$ cat config.mk
export PLATFORM = sky130hd
export DESIGN_NAME = periph_resp_block_ot
export DESIGN_NICKNAME = d
export VERILOG_FILES = /design/src/rtl/periph_resp_block_ot_pkg.sv /design/src/rtl/periph_resp_block_ot_addr_dec.sv /design/src/rtl/periph_resp_block_ot.sv
export SDC_FILE = /design/constraint.sdc
export NUM_CORES = 1
export LEC_CHECK = 0
export CAP_MARGIN = 20
export CORE_AREA = 2 2 264 266
export DETAILED_ROUTE_END_ITERATION = 16
export DIE_AREA = 0 0 266 268
export PLACE_DENSITY = 0.35
export SLEW_MARGIN = 30
export SYNTH_ARGS = -nofsm -noshare
export SYNTH_HDL_FRONTEND = slang
export SYNTH_SLANG_ARGS = --single-unit
export TNS_END_PERCENT = 50
$ cat constraint.sdc
create_clock -name clk -period 3.6 [get_ports clk]
set_input_delay 0.72 -clock clk [delete_from_list [all_inputs] [get_ports clk]]
set_output_delay 0.72 -clock clk [all_outputs]
set_load 0.05 [all_outputs]
$ cat src/rtl/periph_resp_block_ot_pkg.sv
// Shared types for the peripheral interconnect response blocks: slave index,
// outstanding-count type and the control-state classification helper.
package periph_interco_pkg;

  localparam int N_SLAVE_DEF         = 16;
  localparam int MAX_OUTSTANDING_DEF = 4;

  // One extra bit so that the value N_SLAVE can act as the "unmapped" sentinel.
  typedef logic [$clog2(N_SLAVE_DEF):0]             slv_idx_t;
  typedef logic [$clog2(MAX_OUTSTANDING_DEF+1)-1:0] otcnt_t;

  typedef enum logic [1:0] {
    ST_IDLE,
    ST_BUSY,
    ST_FULL,
    ST_ERR
  } ctrl_state_e;

  function automatic ctrl_state_e ctrl_state_f(input logic err_pend,
                                               input logic empty,
                                               input logic full);
    ctrl_state_e st;
    if (err_pend)   st = ST_ERR;
    else if (empty) st = ST_IDLE;
    else if (full)  st = ST_FULL;
    else            st = ST_BUSY;
    return st;
  endfunction

endpackage

$ cat src/rtl/periph_resp_block_ot_addr_dec.sv
// Combinational PE address decoder: slave index from the routing field, or the
// N_SLAVE sentinel when the field is out of range or the address is out of cluster.
module periph_addr_dec_pe
  import periph_interco_pkg::*;
#(
  parameter int          N_SLAVE            = 16,
  parameter int          ADDR_WIDTH         = 32,
  parameter int          LOG_CLUSTER        = 5,
  parameter int          PE_ROUTING_LSB     = 16,
  parameter int          PE_ROUTING_MSB     = 19,
  parameter logic [11:0] CLUSTER_ALIAS_BASE = 12'h000,
  parameter int          IDX_W              = $clog2(N_SLAVE) + 1
) (
  input  logic [LOG_CLUSTER-1:0] cluster_id_i,
  input  logic [ADDR_WIDTH-1:0]  add_i,
  output logic [IDX_W-1:0]       idx_o,
  output logic                   mapped_o
);

  localparam int FW = PE_ROUTING_MSB - PE_ROUTING_LSB + 1;

  logic [FW-1:0] tgt_field;
  logic [11:0]   region;
  logic [11:0]   cluster_base;
  logic          in_cluster;
  logic          unused_add;

  assign tgt_field    = add_i[PE_ROUTING_MSB:PE_ROUTING_LSB];
  assign region       = add_i[ADDR_WIDTH-1 -: 12];
  assign cluster_base = 12'h100 + 12'(cluster_id_i);
  assign in_cluster   = (region == CLUSTER_ALIAS_BASE) || (region == cluster_base);

  assign mapped_o = in_cluster && (32'(tgt_field) < N_SLAVE);
  assign idx_o    = mapped_o ? IDX_W'(tgt_field) : IDX_W'(N_SLAVE);

  // Only the region and routing bits matter; the offset bits are deliberately ignored.
  assign unused_add = ^add_i;

endmodule

$ cat src/rtl/periph_resp_block_ot.sv
// Per-PE response block: decodes requests to N_SLAVE ports, tracks in-flight
// transactions and returns responses in issue order. Optional watchdog: PERIPH_RESP_TIMEOUT_EN.
module periph_resp_block_ot
  import periph_interco_pkg::*;
#(
  parameter int          ID                 = 1,
  parameter int          ID_WIDTH           = 17,
  parameter int          N_SLAVE            = 16,
  parameter int          DATA_WIDTH         = 32,
  parameter int          ADDR_WIDTH         = 32,
  parameter int          LOG_CLUSTER        = 5,
  parameter int          PE_ROUTING_LSB     = 16,
  parameter int          PE_ROUTING_MSB     = 19,
  parameter logic [11:0] CLUSTER_ALIAS_BASE = 12'h000,
  parameter int          MAX_OUTSTANDING    = 4,
  parameter int          TIMEOUT_CYCLES     = 256
) (
  input  logic                            clk,
  input  logic                            rst_n,
  input  logic [LOG_CLUSTER-1:0]          CLUSTER_ID,
  input  logic                            data_req_i,
  input  logic [ADDR_WIDTH-1:0]           data_add_i,
  output logic                            data_gnt_o,
  output logic [N_SLAVE-1:0]              data_req_o,
  input  logic [N_SLAVE-1:0]              data_gnt_i,
  output logic [ID_WIDTH-1:0]             data_ID_o,
  input  logic [N_SLAVE-1:0]              data_r_valid_i,
  input  logic [N_SLAVE*DATA_WIDTH-1:0]   data_r_rdata_i,
  input  logic [N_SLAVE-1:0]              data_r_opc_i,
  output logic                            data_r_valid_o,
  output logic [DATA_WIDTH-1:0]           data_r_rdata_o,
  output logic                            data_r_opc_o,
  output logic [$clog2(MAX_OUTSTANDING+1)-1:0] outstanding_o
);

  localparam int              SW      = $clog2(N_SLAVE) + 1;
  localparam int              CW      = $clog2(MAX_OUTSTANDING + 1);
  localparam logic [CW-1:0]   CNT_MAX = CW'(MAX_OUTSTANDING);

  logic [SW-1:0]     tgt_idx, last_tgt_q, last_tgt_d;
  logic              tgt_mapped;
  logic [CW-1:0]     cnt_q, cnt_d;
  logic              err_pend_q, err_pend_d;
  ctrl_state_e       state;

  logic [N_SLAVE-1:0]    req_hit, rsp_sel;
  logic                  allow, gnt_int, accept;
  logic                  valid_mux, opc_mux;
  logic [DATA_WIDTH-1:0] rdata_mux;
  logic                  slv_rsp, to_rsp, rsp;

  periph_addr_dec_pe #(
    .N_SLAVE            (N_SLAVE),
    .ADDR_WIDTH         (ADDR_WIDTH),
    .LOG_CLUSTER        (LOG_CLUSTER),
    .PE_ROUTING_LSB     (PE_ROUTING_LSB),
    .PE_ROUTING_MSB     (PE_ROUTING_MSB),
    .CLUSTER_ALIAS_BASE (CLUSTER_ALIAS_BASE),
    .IDX_W              (SW)
  ) u_dec (
    .cluster_id_i (CLUSTER_ID),
    .add_i        (data_add_i),
    .idx_o        (tgt_idx),
    .mapped_o     (tgt_mapped)
  );

  genvar gi;
  generate
    for (gi = 0; gi < N_SLAVE; gi++) begin : g_sel
      assign req_hit[gi] = (tgt_idx == SW'(gi));
      assign rsp_sel[gi] = (last_tgt_q == SW'(gi));
    end
  endgenerate

  assign state = ctrl_state_f(err_pend_q, cnt_q == '0, cnt_q == CNT_MAX);

  // Switching targets only from IDLE keeps responses in issue order.
  assign allow = (state == ST_IDLE) || ((state == ST_BUSY) && (tgt_idx == last_tgt_q));

  assign gnt_int = tgt_mapped ? ((|(data_gnt_i & req_hit)) & allow)
                              : (data_req_i & (state == ST_IDLE));
  assign accept  = data_req_i & gnt_int;

  always_comb begin
    valid_mux = 1'b0;
    opc_mux   = 1'b0;
    rdata_mux = '0;
    for (int i = 0; i < N_SLAVE; i++) begin
      if (rsp_sel[i]) begin
        valid_mux = data_r_valid_i[i];
        opc_mux   = data_r_opc_i[i];
        rdata_mux = data_r_rdata_i[i*DATA_WIDTH +: DATA_WIDTH];
      end
    end
  end

  assign slv_rsp = valid_mux & (cnt_q != '0);
  assign rsp     = slv_rsp | err_pend_q | to_rsp;

`ifdef PERIPH_RESP_TIMEOUT_EN
  localparam int            TW         = (TIMEOUT_CYCLES > 1) ? $clog2(TIMEOUT_CYCLES) : 1;
  localparam logic [TW-1:0] TIMER_LAST = TW'(TIMEOUT_CYCLES - 1);

  logic [TW-1:0] timer_q, timer_d;

  // A real slave valid in the expiry cycle wins over the synthetic error.
  assign to_rsp  = (cnt_q != '0) && !slv_rsp && !err_pend_q && (timer_q == TIMER_LAST);
  assign timer_d = ((cnt_q == '0) || rsp) ? '0 : timer_q + TW'(1);

  always_ff @(posedge clk or negedge rst_n) begin
    if (!rst_n) timer_q <= '0;
    else        timer_q <= timer_d;
  end
`else
  logic unused_timeout_cfg;
  assign to_rsp             = 1'b0;
  assign unused_timeout_cfg = (TIMEOUT_CYCLES > 0);
`endif

  always_comb begin
    cnt_d      = cnt_q;
    last_tgt_d = last_tgt_q;
    err_pend_d = 1'b0;
    if (accept) begin
      last_tgt_d = tgt_idx;
      err_pend_d = !tgt_mapped;
    end
    if (accept && !rsp)      cnt_d = cnt_q + CW'(1);
    else if (!accept && rsp) cnt_d = cnt_q - CW'(1);
  end

  always_ff @(posedge clk or negedge rst_n) begin
    if (!rst_n) begin
      cnt_q      <= '0;
      last_tgt_q <= '0;
      err_pend_q <= 1'b0;
    end else begin
      cnt_q      <= cnt_d;
      last_tgt_q <= last_tgt_d;
      err_pend_q <= err_pend_d;
    end
  end

  // The request path is combinational, so every output is forced low while in reset.
  assign data_req_o     = rst_n ? ({N_SLAVE{data_req_i & allow & tgt_mapped}} & req_hit) : '0;
  assign data_gnt_o     = rst_n & gnt_int;
  assign data_ID_o      = rst_n ? (ID_WIDTH'(1) << ID) : '0;
  assign data_r_valid_o = rst_n & rsp;
  assign data_r_opc_o   = rst_n & (slv_rsp ? opc_mux : 1'b1) & rsp;
  assign data_r_rdata_o = (rst_n && slv_rsp) ? rdata_mux : '0;
  assign outstanding_o  = cnt_q;

endmodule
**Word-level counts from Yosys, hierarchy flattened**

Cells that the tools add are included.

- Memories kept: 0
- Bits in latches: 0
- Output and inout port bits: 71
- Logic and storage cells: 130
- RAM bits: 0
- Bits in read-only memories: 0
- Register bits: 9

- Equality and inequality tests: 34
- Shifts and indexed selects: 0
- Div/mod/pow operators: 0
- Order comparisons: 0
- Bitwise operators: 13
- Reduce and logical (&&, ||, !) cells: 17
- Multiplexer cells: 60
- $add $sub $neg: 3
- Multipliers: 0

Operator list:

| kind | number |
|---|---|
| 2-to-1 mux 32 bit | 17 |
| == test 5 x 4 -> 1 bit, second input constant | 16 |
| == test 5 x 3 -> 1 bit, second input constant | 8 |
| 2-to-1 mux 1 bit | 35 |
| bitwise AND 16 bit | 2 |
| == test 5 x 2 -> 1 bit, second input constant | 4 |
| 2-to-1 mux 16 bit | 1 |
| OR reduction 16 bit | 1 |
| == test 12 bit | 1 |
| logical NOT 12 bit | 1 |
| adder 9 x 5 -> 10 bit, first input constant | 1 |
| bitwise AND 1 bit | 10 |
| == test 5 x 1 -> 1 bit, second input constant | 2 |
| logical NOT 5 bit | 2 |
| 2-to-1 mux 2 bit | 4 |
| 2-to-1 mux 3 bit | 2 |
| == test 5 bit | 1 |
| 2-to-1 mux 5 bit | 1 |
| logical AND 1 bit | 4 |
| adder 3 x 1 -> 3 bit, second input constant | 1 |
| == test 3 bit, second input constant | 1 |
| logical NOT 1 bit | 3 |
| logical NOT 3 bit | 1 |
| nonzero test 3 bit | 1 |
| other kinds (6) | 7 |

**Depth between registers and ports, before layout**

Gate-level depths: netlist of run 1.

- Word-level depth: 22
- Gate-level depth with buffers: 13
- Gate-level depth less buffers: 12

**Cells and area by module**

A second synthesis of run 1 with hierarchy kept.

- Cells, all modules: 903
- Area, all modules: 6,188.4 µm²

By module, submodules not included:

| module | area an instance (µm²) | times used | cells each | sequential area each (µm²) |
|---|---|---|---|---|
| periph_resp_block_ot | 6,053.3 | 1 | 885 | 225.2 |
| periph_addr_dec_pe | 135.1 | 1 | 18 | 0.0 |

**Worst setup path before layout of run 1**

Ideal clock, no wire load.

- Path type: register to output
- Start point: reg cnt_q[0], in the netlist outstanding_o[0]
- End point: out data_r_rdata_o[12]
- Path buffers: 1
- Stages on the path, launching flop included: 7
- Path slack: -1.247 ns
- Arrival time: 4.127 ns
- Required time: 2.880 ns
- Cells stage by stage: dfrtp_1 > or3_1 > o21ai_0 > nor3_1 > o21ai_1 > clkbuf_1 > a2111oi_0

- Longest elaborated chain between the ends: 4

RTL lines:

| what | RTL line | text |
|---|---|---|
| start, declared | periph_resp_block_ot.sv:42 | `logic [CW-1:0] cnt_q, cnt_d;` |
| start signal, assigned | periph_resp_block_ot.sv:138 | `cnt_q <= cnt_d;` |
| nonzero test 3 bit | periph_resp_block_ot.sv:97 | `assign slv_rsp = valid_mux & (cnt_q != '0);` |
| bitwise AND 1 bit | periph_resp_block_ot.sv:97 |  |
| logical AND 1 bit | periph_resp_block_ot.sv:150 | `assign data_r_rdata_o = (rst_n && slv_rsp) ? rdata_mux : '0;` |
| 2-to-1 mux 32 bit | periph_resp_block_ot.sv:150 |  |
| end, declared | periph_resp_block_ot.sv:31 | `output logic [DATA_WIDTH-1:0] data_r_rdata_o,` |

No other way between the ends.

**Worst setup path in the final report of run 1**

- Start point: in data_r_valid_i[15]
- End point: out data_r_rdata_o[1]

- Longest elaborated chain between the ends: 4

RTL lines:

| what | RTL line | text |
|---|---|---|
| start, declared | periph_resp_block_ot.sv:27 | `input logic [N_SLAVE-1:0] data_r_valid_i,` |
| 2-to-1 mux 1 bit | periph_resp_block_ot.sv:89 | `if (rsp_sel[i]) begin` |
| bitwise AND 1 bit | periph_resp_block_ot.sv:97 |  |
| logical AND 1 bit | periph_resp_block_ot.sv:150 |  |
| 2-to-1 mux 32 bit | periph_resp_block_ot.sv:150 |  |

No other way between the ends.

==> flow_metrics.env, run 1 <==
export IMPL_status="finished, final reports clean"
export IMPL_design_core_area_um2=68200
export IMPL_end_kind="primary output"
export IMPL_grt_pass1_wl_mm=92.2
export IMPL_async_flop_share=1.00
export IMPL_syn_inst=823
export IMPL_cts_tree="built"
export IMPL_io_pins=671
export IMPL_clock_sinks=9
export IMPL_finalSetupViolations=0
export IMPL_finalWirelength_mm=70.6
export IMPL_max_slew_worst_pin_slew_ns=0.731
export IMPL_clock_latency_ns=0.24
export IMPL_whs_endpoint="outstanding_o[2]"
export IMPL_stdcell_count=2426
export IMPL_cts_root_buf="clkbuf_16"
export IMPL_crit_top_cell="buf_12"
export IMPL_critical_path_required_ns=2.88
export IMPL_areaGrowthSynthToFinish_pct=162
export IMPL_r2r_start="last_tgt_q[0]"
export IMPL_period_minus_slack_ns=3.59
export IMPL_synth_edf_count=0
export IMPL_rows=96
export IMPL_power_combinational_fraction=0.845
export IMPL_r2r_setup_slack_ns=0.54
export IMPL_detail_route_first_pass_iterations=5
export IMPL_place_hpwl_mm=60.1
export IMPL_holdPathStages=1
export IMPL_hold_class="reg2reg"
export IMPL_internal_power_uw=1380
export IMPL_grt_pass1_vias=11100
export IMPL_fillers=7526
export IMPL_finClkSkew_ns=0.00846
export IMPL_p_clk_frac=0.081
export IMPL_grtUsageTotal=0.188
export IMPL_syn_area_um2=5830
export IMPL_start_kind="input pin"
export IMPL_cts_made_buffers=3
export IMPL_hold_viol_final=0
export IMPL_leakage_uw=0.00526
export IMPL_via_per_inst=4.21
export IMPL_power_density_nw_per_um2=162
export IMPL_max_vdd_ir_drop_mv=0.147
export IMPL_drive_above_1_share=0.233
export IMPL_relSlewSlack=0.512
export IMPL_avgRoutedWirePerCell_um=29.1
export IMPL_pre_cts_slack_ns=-0.346
export IMPL_antenna_left=0
export IMPL_critical_path_class="in2out"
export IMPL_cp_arrival_ns=2.87
export IMPL_slowest_stage="mux4_2"
export IMPL_max_clock_path_buffers=2
export IMPL_path_cells="clkdlybuf4s50_1 -> mux4_2 -> o21ai_4 -> nor3_4 -> o21ai_4 -> buf_12 -> buf_12 -> nor3_1 -> buf_4 -> buf_12"
export IMPL_swShare=0.444
export IMPL_path_clk_slew_ns=0.04
export IMPL_ys_seq_elements=9
export IMPL_maxCapViolCount=0
export IMPL_worstPathMaxFanout=15
export IMPL_yosysSeqAreaShare=0.0386
export IMPL_dieArea_um2=71300
export IMPL_ys_flop_type="dfrtp_1"
export IMPL_num_vias=10200
export IMPL_slew_viol_final=0
export IMPL_fp_dieH_um=268
export IMPL_period_share=0.997
export IMPL_fin_nets=2141
export IMPL_hold_start="outstanding_o[2]"
export IMPL_portBuffers=638
export IMPL_synth_distinct_cells=74
export IMPL_fmax_mhz=278
export IMPL_yosys_warnings=0
export IMPL_die_w_um=266
export IMPL_grt_setup_unrepaired="true"
export IMPL_worst_slack_ns=0.00929
export IMPL_r2r_end="outstanding_o[2]"
export IMPL_grt_ovfl_total=0
export IMPL_grt_max_degree=49
export IMPL_antenna_found_initial=28
export IMPL_seqPwrFrac=0.073
export IMPL_switchingPower_uw=1100
export IMPL_gp_congestion=0.838
export IMPL_r2r_worst_path_cells=12
export IMPL_dp_cells=2403
export IMPL_first_iter_violations=627
export IMPL_drc=0
export IMPL_syn_area_per_cell_um2=7.08
export IMPL_slowest_delay_ns=0.53
export IMPL_start_util=0.0854
export IMPL_cts_htree_levels=1
## repair_timing
item	CTS	global route
hold buffers	0	0
pin swaps	13	14
endpoints found under the setup margin	51	37
buffers inserted	7	7
gates resized for setup	86	35
## cell families after synthesis
family	count (synthesis)	share of synthesized area
AOI/OAI and AO/OA	354	0.415
and+or+nand+nor	262	0.225
buffers and inverters	115	0.103
muxes	73	0.201
DFF	9	0.0386
xor gates and xnor gates	7	0.0105
adders and majority gates	2	0.00558
other	1	0.000643
## final cells by class
| cell class | instances | area (um2) | area share |
|---|---|---|---|
| repair buffers | 797 | 8370 | 0.547 |
| multi-input cells | 714 | 5440 | 0.355 |
| well taps | 882 | 1100 | 0.0721 |
| flip-flops and latches | 9 | 234 | 0.0153 |
| clock buffers | 3 | 75.1 | 0.00491 |
| inverters | 14 | 56.3 | 0.00368 |
| diodes | 6 | 15.0 | 0.000982 |
| clock inverters | 1 | 5.00 | 0.000327 |
## cells in the mapped netlist, types with 3 or more instances
master	n	share of area
nand2b_1	12	0.013
buf_1	4	0.0026
o2111ai_1	4	0.0060
a2bb2oi_1	8	0.012
a32oi_1	3	0.0045
o21ai_0	56	0.048
dfrtp_1	9	0.039
o22ai_1	21	0.023
a311oi_1	3	0.0045
a22o_1	8	0.012
mux2i_1	26	0.045
nor2_1	86	0.055
a21o_1	4	0.0052
or2_2	5	0.0054
a221oi_1	13	0.020
inv_1	12	0.0077
mux4_2	34	0.13
nor3_1	28	0.024
and3_1	7	0.0075
a22oi_1	53	0.068
nand3_1	20	0.017
mux2_2	13	0.025
nor2b_1	18	0.019
or3_1	6	0.0064
xor2_1	3	0.0045
a21oi_1	90	0.077
a31oi_1	7	0.0075
o2bb2ai_1	6	0.0090
o221ai_1	15	0.023
a211oi_1	14	0.018
xnor2_1	4	0.0060
a222oi_1	10	0.017
nor2_2	4	0.0043
o211ai_1	9	0.012
nand2_1	48	0.031
a2111oi_0	7	0.011
buf_2	35	0.030
buf_4	31	0.040
a211o_1	3	0.0045
nand4_1	10	0.011
clkbuf_1	30	0.019
## metal layers
| metal | GRT usage | wire length [um] |
|---|---|---|
| met1 | 0.230 | 29500 |
| met2 | 0.336 | 34600 |
| met3 | 0.0470 | 5360 |
| met4 | 0.0281 | 913 |
| met5 | 0 | 197 |
## flip-flops by register name (all words and copies together), names as in the netlist
name	flops
err_pend_q	1
last_tgt_q	5
outstanding_o	3
## stage by stage
step	cell area, um2	total power, uW	TNS, ns	hold slack [ns]	utilization
after floorplan	5930	864	-2.48	0.424	-
after global placement	14800	2210	-7.39	0.557	0.217
after detailed placement	14800	2220	-7.85	0.566	0.217
after CTS	15100	2470	-0.00170	0.578	0.221
after global routing	15300	2600	-0.505	0.602	0.224
final	15300	2480	0	0.604	0.224
## power by group through the flow
stage | combinational [uW] | sequential (uW) | clock [uW]
after floorplan | 646 | 218 | 0
after global placement | 2040 | 177 | 0
after detailed placement | 2040 | 179 | 0
after CTS | 2080 | 181 | 202
after global routing | 2210 | 185 | 207
final | 2090 | 182 | 201
## cells in the final DEF, fill, tap and decap left out, types with 6 or more instances in the layout
cell type / instances
nand3_1: 20
diode_2: 6
buf_12: 73
a21oi_1: 87
a22oi_1: 53
nor2_4: 7
nor3_1: 22
nand4_1: 10
a31oi_1: 7
dlygate4sd2_1: 7
nand2b_1: 12
mux2i_1: 24
conb_1: 16
a221oi_1: 8
inv_1: 12
nor2_1: 68
dfrtp_1: 6
or3_1: 6
buf_4: 127
a222oi_1: 10
a2bb2oi_1: 7
nor2b_1: 15
o221ai_1: 15
nor2_2: 15
a211oi_2: 9
clkdlybuf4s50_1: 566
mux4_2: 34
o211ai_1: 9
buf_6: 11
mux2_2: 13
nand2_1: 46
and3_1: 7
o21ai_0: 50
clkdlybuf4s15_1: 6
o22ai_1: 20
a22o_1: 8
## worst max path at each step
stage / slack [ns] / from / endpoint / cells past startpoint
6_report: 0.009 / data_r_valid_i[15] / data_r_rdata_o[1] / 10
5_1_grt: -0.07 / data_r_valid_i[10] / data_r_rdata_o[8] / 10
4_1_cts: -0.002 / data_r_valid_i[15] / data_r_rdata_o[2] / 10
3_5_place_dp: -0.35 / data_add_i[28] / data_req_o[0] / 9
3_3_place_gp: -0.38 / data_add_i[28] / data_req_o[0] / 9
2_1_floorplan: -0.58 / outstanding_o[0] / data_r_rdata_o[12] / 6
## critical path, delay by kind of cell
family / cells / cell delay [ns]
muxes: 1 / 0.53
and+or+nand+nor: 2 / 0.14
AOI/OAI and AO/OA: 2 / 0.36
buffers and inverters: 5 / 1.09
(Power assumes the default switching activity.)
==> inputs of run 2 (changes only) <==
- SLEW_MARGIN: 30 -> unset
- TNS_END_PERCENT: 50 -> 100
==> run 2 against run 1 <==
Net effect: worst hold slack lost 0.094 ns; cell count up 0.78%; global-route usage hardly changed; first-iteration DRC count decreased by 1.4%; clock skew shrank 0.0020 ns; combinational power increased by 3%; clock-buffer cell count rose by 1; wire length rose by 0.40%; via count rose by 1.1%; register-to-register slack got worse by 0.15 ns.
==> flow_metrics.env, run 2 (synthesis gave the netlist of run 1 again) <==
export IMPL_top_register="last_tgt_q"
export IMPL_fin_nets=2157
export IMPL_dieArea_um2=71300
export IMPL_dp_cells=2403
export IMPL_worstPathMaxFanout=2
export IMPL_max_clock_path_buffers=2
export IMPL_detail_route_first_pass_iterations=8
export IMPL_drive_above_1_share=0.251
export IMPL_critical_path_required_ns=2.88
export IMPL_antenna_left=0
export IMPL_start_util=0.0854
export IMPL_cts_htree_levels=1
export IMPL_end_kind="primary output"
export IMPL_areaGrowthSynthToFinish_pct=170
export IMPL_grt_pass1_wl_mm=92.6
export IMPL_rows=96
export IMPL_multiInputGateArea_um2=5580
export IMPL_num_vias=10300
export IMPL_worst_slack_ns=0.0567
export IMPL_critPathTopFamily="buffers and inverters"
export IMPL_antenna_found_initial=26
export IMPL_grt_pass1_vias=10900
export IMPL_switchingPower_uw=1100
export IMPL_grtUsageTotal=0.187
export IMPL_seqPwrFrac=0.071
export IMPL_cp_num_buf_inv=3
export IMPL_relSlewSlack=0.599
export IMPL_critical_path_class="in2out"
export IMPL_grt_met2_usage=0.333
export IMPL_fmax_mhz=282
export IMPL_period_minus_slack_ns=3.54
export IMPL_finalWirelength_mm=70.9
export IMPL_met3_usage=0.0568
export IMPL_clock_latency_ns=0.24
export IMPL_pre_cts_slack_ns=-0.322
export IMPL_period_share=0.984
export IMPL_slowest_stage="mux4_2"
export IMPL_slew_viol_final=0
export IMPL_grt_max_degree=43
export IMPL_die_w_um=266
export IMPL_max_slew_worst_pin_slew_ns=0.601
export IMPL_hold_viol_final=0
export IMPL_gp_congestion=0.861
export IMPL_grt_use_met1=0.228
export IMPL_max_vdd_ir_drop_mv=0.130
export IMPL_slowest_delay_ns=0.49
export IMPL_path_cells="clkdlybuf4s50_1 -> mux4_2 -> o21ai_4 -> a21oi_2 -> buf_4 -> or2_4 -> a311oi_4 -> buf_12"
export IMPL_fillers=7532
export IMPL_layout_common_cells="559 x clkdlybuf4s50_1, 137 x buf_4, 86 x a21oi_1, 73 x buf_12, 66 x nor2_1"
export IMPL_maxCapViolCount=0
export IMPL_finalSetupViolations=0
export IMPL_cts_tree="built"
export IMPL_grt_setup_unrepaired="true"
export IMPL_seq_area_um2=235
export IMPL_grt_busiest_layer="met2"
export IMPL_fp_dieH_um=268
export IMPL_cts_made_buffers=3
export IMPL_placed_cell_area_um2=14800
export IMPL_total_power_uw=2530
export IMPL_r2r_setup_slack_ns=0.39
export IMPL_stdcell_count=2445
export IMPL_place_hpwl_mm=60.5
export IMPL_leakage_uw=0.00546
export IMPL_swShare=0.436
export IMPL_finClkSkew_ns=0.00642
export IMPL_grt_ovfl_total=0
export IMPL_avgRoutedWirePerCell_um=29.0
export IMPL_hold_class="reg2reg"
export IMPL_power_density_nw_per_um2=161
export IMPL_cp_arrival_ns=2.82
export IMPL_path_clk_slew_ns=0.04
export IMPL_clock_sinks=9
export IMPL_hold_slack_ns=0.510
export IMPL_fin_area_um2=15700
export IMPL_largest_reg_flops=5
export IMPL_io_pins=671
export IMPL_start_kind="input pin"
export IMPL_portBuffers=638
export IMPL_layout_commonest_cell="clkdlybuf4s50_1"
export IMPL_cts_hold_buf=0
export IMPL_first_iter_violations=618
export IMPL_drc=0
export IMPL_internal_power_uw=1430
export IMPL_design_core_area_um2=68200
export IMPL_power_combinational_fraction=0.849
export IMPL_via_per_inst=4.23
export IMPL_p_clk_frac=0.080
export IMPL_cts_root_buf="clkbuf_16"
export IMPL_status="finished, final reports clean"
## run 2: cell count changes in the layout (fill, tap and decap cells not counted), sizes merged, moves of 2 or more
cell / delta
dlymetal6s2s: +5
clkbuf: +2
diode: +3
buf: +11
clkdlybuf4s50: -7
dlygate4sd2: +6
## run 2: cell type report
class / count / area share
repair buffers: 813 / 0.549
multi-input cells: 714 / 0.355
well taps: 882 / 0.0702
flip-flops and latches: 9 / 0.0150
clock buffers: 4 / 0.00502
inverters: 14 / 0.00358
diodes: 9 / 0.00143
## run 2: metrics by stage
| stage | setup TNS [ns] | utilization |
|---|---|---|
| after floorplan | -2.10 | - |
| after global placement | -9.19 | 0.217 |
| after detailed placement | -10.63 | 0.217 |
| after CTS | -0.00506 | 0.224 |
| after global routing | -0.101 | 0.230 |
| final | 0 | 0.230 |
## run 2: power groups by stage
stage                     combinational [uW]  sequential, uW  clock [uW]
final                                   2150             179         204
after global routing                    2280             185         214
after CTS                               2110             176         205
after detailed placement                2020             176           0
after global placement                  2010             174           0
after floorplan                          652             218           0
## run 2: metal layers
metal	up-vias	routed length [um]
li1	4721	-
met1	5049	29500
met2	472	34800
met3	58	5790
met4	34	576
met5	-	209
## run 2: worst paths after layout
kind	from	to	cells after the start
max in group asynchronous	rst_n	last_tgt_q[0]	2
worst min register to register	outstanding_o[2]	outstanding_o[2]	1
worst min-delay path	outstanding_o[2]	outstanding_o[2]	1
worst max register to register	last_tgt_q[2]	outstanding_o[2]	14
worst max-delay path	data_r_valid_i[12]	data_r_opc_o	8
min in group asynchronous	rst_n	outstanding_o[1]	2
## run 2: what timing repair did
item / CTS / global route
buffers inserted: 8 / 20
endpoints found under the setup margin: 51 / 40
gates cloned: 1 / 1
pin swaps: 19 / 22
resized for setup: 92 / 55
endpoints found under the hold margin: 0 / 0
==> inputs of run 3 (changes only) <==
- clock period: 3.6 -> 3.9 ns (I/O delays scaled with it)
==> run 3 against run 2 <==
Net effect: total power decreased by 11%; via count decreased by 2.5%; first-iteration DRC count decreased by 18%; sequential power decreased by 12%; cell area decreased by 4.9%; sequential share of layout area increased by 0.069 points; cell count decreased by 1.7%; flip-flop and latch count unchanged; die area unchanged; clock-buffer cell count decreased by 1; clock power decreased by 9%; combinational power decreased by 12%; largest cell class unchanged.
==> flow_metrics.env, run 3 (synthesis gave the netlist of run 1 again) <==
export IMPL_top_register="last_tgt_q"
export IMPL_finalSetupViolations=0
export IMPL_place_hpwl_mm=60.6
export IMPL_power_combinational_fraction=0.848
export IMPL_relSlewSlack=0.562
export IMPL_critical_path_required_ns=3.12
export IMPL_seqPwrFrac=0.070
export IMPL_r2r_worst_path_cells=12
export IMPL_antenna_left=0
export IMPL_power_density_nw_per_um2=150
export IMPL_grt_ovfl_total=0
export IMPL_period_minus_slack_ns=3.79
export IMPL_p_clk_frac=0.082
export IMPL_num_vias=10100
export IMPL_io_pins=671
export IMPL_clock_latency_ns=0.24
export IMPL_cts_root_buf="clkbuf_16"
export IMPL_dieArea_um2=71300
export IMPL_slew_viol_final=0
export IMPL_finalWirelength_mm=70.8
export IMPL_hold_viol_final=0
export IMPL_drc=0
export IMPL_end_kind="primary output"
export IMPL_grt_max_degree=39
export IMPL_max_clock_path_buffers=2
export IMPL_cts_htree_levels=1
export IMPL_grt_pass1_vias=10900
export IMPL_holdPathStages=1
export IMPL_antenna_found_initial=34
export IMPL_layout_common_cells="567 x clkdlybuf4s50_1, 122 x buf_4, 89 x a21oi_1, 69 x nor2_1"
export IMPL_maxCapViolCount=0
export IMPL_final_setup_tns_ns=0
export IMPL_finClkSkew_ns=0.00262
export IMPL_post_route_util=0.219
export IMPL_leakage_uw=0.00516
export IMPL_cts_made_buffers=3
export IMPL_design_core_area_um2=68200
export IMPL_layout_commonest_cell="clkdlybuf4s50_1"
export IMPL_cts_hold_buf=0
export IMPL_start_util=0.0854
export IMPL_cts_tree="built"
export IMPL_largest_reg_flops=5
export IMPL_portBuffers=638
export IMPL_areaGrowthSynthToFinish_pct=156
export IMPL_internal_power_uw=1250
export IMPL_switchingPower_uw=994
export IMPL_drive_above_1_share=0.207
export IMPL_period_share=0.973
export IMPL_worstPathMaxFanout=14
export IMPL_path_clk_slew_ns=0.04
export IMPL_gp_congestion=0.844
export IMPL_clock_sinks=9
export IMPL_grt_pass1_wl_mm=92.1
export IMPL_via_per_inst=4.19
export IMPL_hold_class="reg2reg"
export IMPL_avgRoutedWirePerCell_um=29.5
export IMPL_die_w_um=266
export IMPL_max_slew_worst_pin_slew_ns=0.657
export IMPL_rows=96
export IMPL_grtUsageTotal=0.188
export IMPL_fmax_mhz=264
export IMPL_cp_arrival_ns=3.01
export IMPL_fillers=7623
export IMPL_fp_dieH_um=268
export IMPL_detail_route_first_pass_iterations=7
export IMPL_swShare=0.443
export IMPL_critical_path_class="reg2out"
export IMPL_max_vdd_ir_drop_mv=0.128
export IMPL_status="finished, final reports clean"
export IMPL_start_kind="flip-flop"
export IMPL_first_iter_violations=506
export IMPL_fin_nets=2117
## run 3: through the flow
step / cells / total power (uW) / area [um2] / worst slack (ns) / hold slack [ns]
after floorplan: 838 / 792 / 5900 / -0.340 / 0.484
after CTS: 2383 / 2210 / 14600 / 0.00179 / 0.542
after global placement: 2379 / 1990 / 14400 / -0.322 / 0.526
after detailed placement: 2379 / 2000 / 14400 / -0.314 / 0.529
after global routing: 2402 / 2390 / 14900 / -0.00688 / 0.560
final: 2403 / 2240 / 14900 / 0.106 / 0.540
## run 3: worst paths after layout
path                                  start                  to  slack [ns]
setup / recovery              last_tgt_q[0]  data_r_rdata_o[13]        0.11
hold / removal             outstanding_o[2]    outstanding_o[2]        0.54
setup reg to reg              last_tgt_q[0]    outstanding_o[2]        0.52
hold reg to reg            outstanding_o[2]    outstanding_o[2]        0.54
max in group asynchronous             rst_n       last_tgt_q[1]        2.59
min in group asynchronous             rst_n          err_pend_q        1.13
## run 3: power groups by stage
stage	Clock (uW)	Combinational [uW]	Sequential, uW
floorplan	0	591	201
global placement	0	1840	156
detailed placement	0	1840	157
CTS	187	1870	157
global route	193	2030	165
finish	185	1900	157
## run 3: layout make-up
type / count / area (um2) / share of cell area
timing repair buffer: 773 / 8050 / 0.539
multi-input combinational: 714 / 5400 / 0.361
tap: 882 / 1100 / 0.0739
sequential: 9 / 234 / 0.0157
clock buffer: 3 / 75.1 / 0.00502
inverter: 14 / 53.8 / 0.00360
antenna: 7 / 17.5 / 0.00117
clock inverter: 1 / 5.00 / 0.000335
## run 3: routing by layer
| metal | vias to the layer above | wire length [um] | track usage |
|---|---|---|---|
| li1 | 4620 | - | - |
| met1 | 4854 | 28700 | 0.220 |
| met2 | 483 | 35500 | 0.340 |
| met3 | 72 | 5560 | 0.0558 |
| met4 | 42 | 764 | 0.0310 |
| met5 | - | 278 | 0 |
## run 3: repair_timing
action	CTS	global route
cloned	0	2
setup buffers	1	13
pin swaps	11	15
gates resized for setup	44	48
endpoints found under the setup margin	49	44
## run 3: critical path: stages, from the launching register on
cell,delay [ns]
dfrtp_4,0.58
buf_4,0.17
nand2b_1,0.16
buf_4,0.26
nor2_2,0.11
buf_4,0.22
a221oi_2,0.43
buf_4,0.21
a21oi_1,0.06
o32ai_1,0.27
nor2_1,0.11
buf_12,0.16
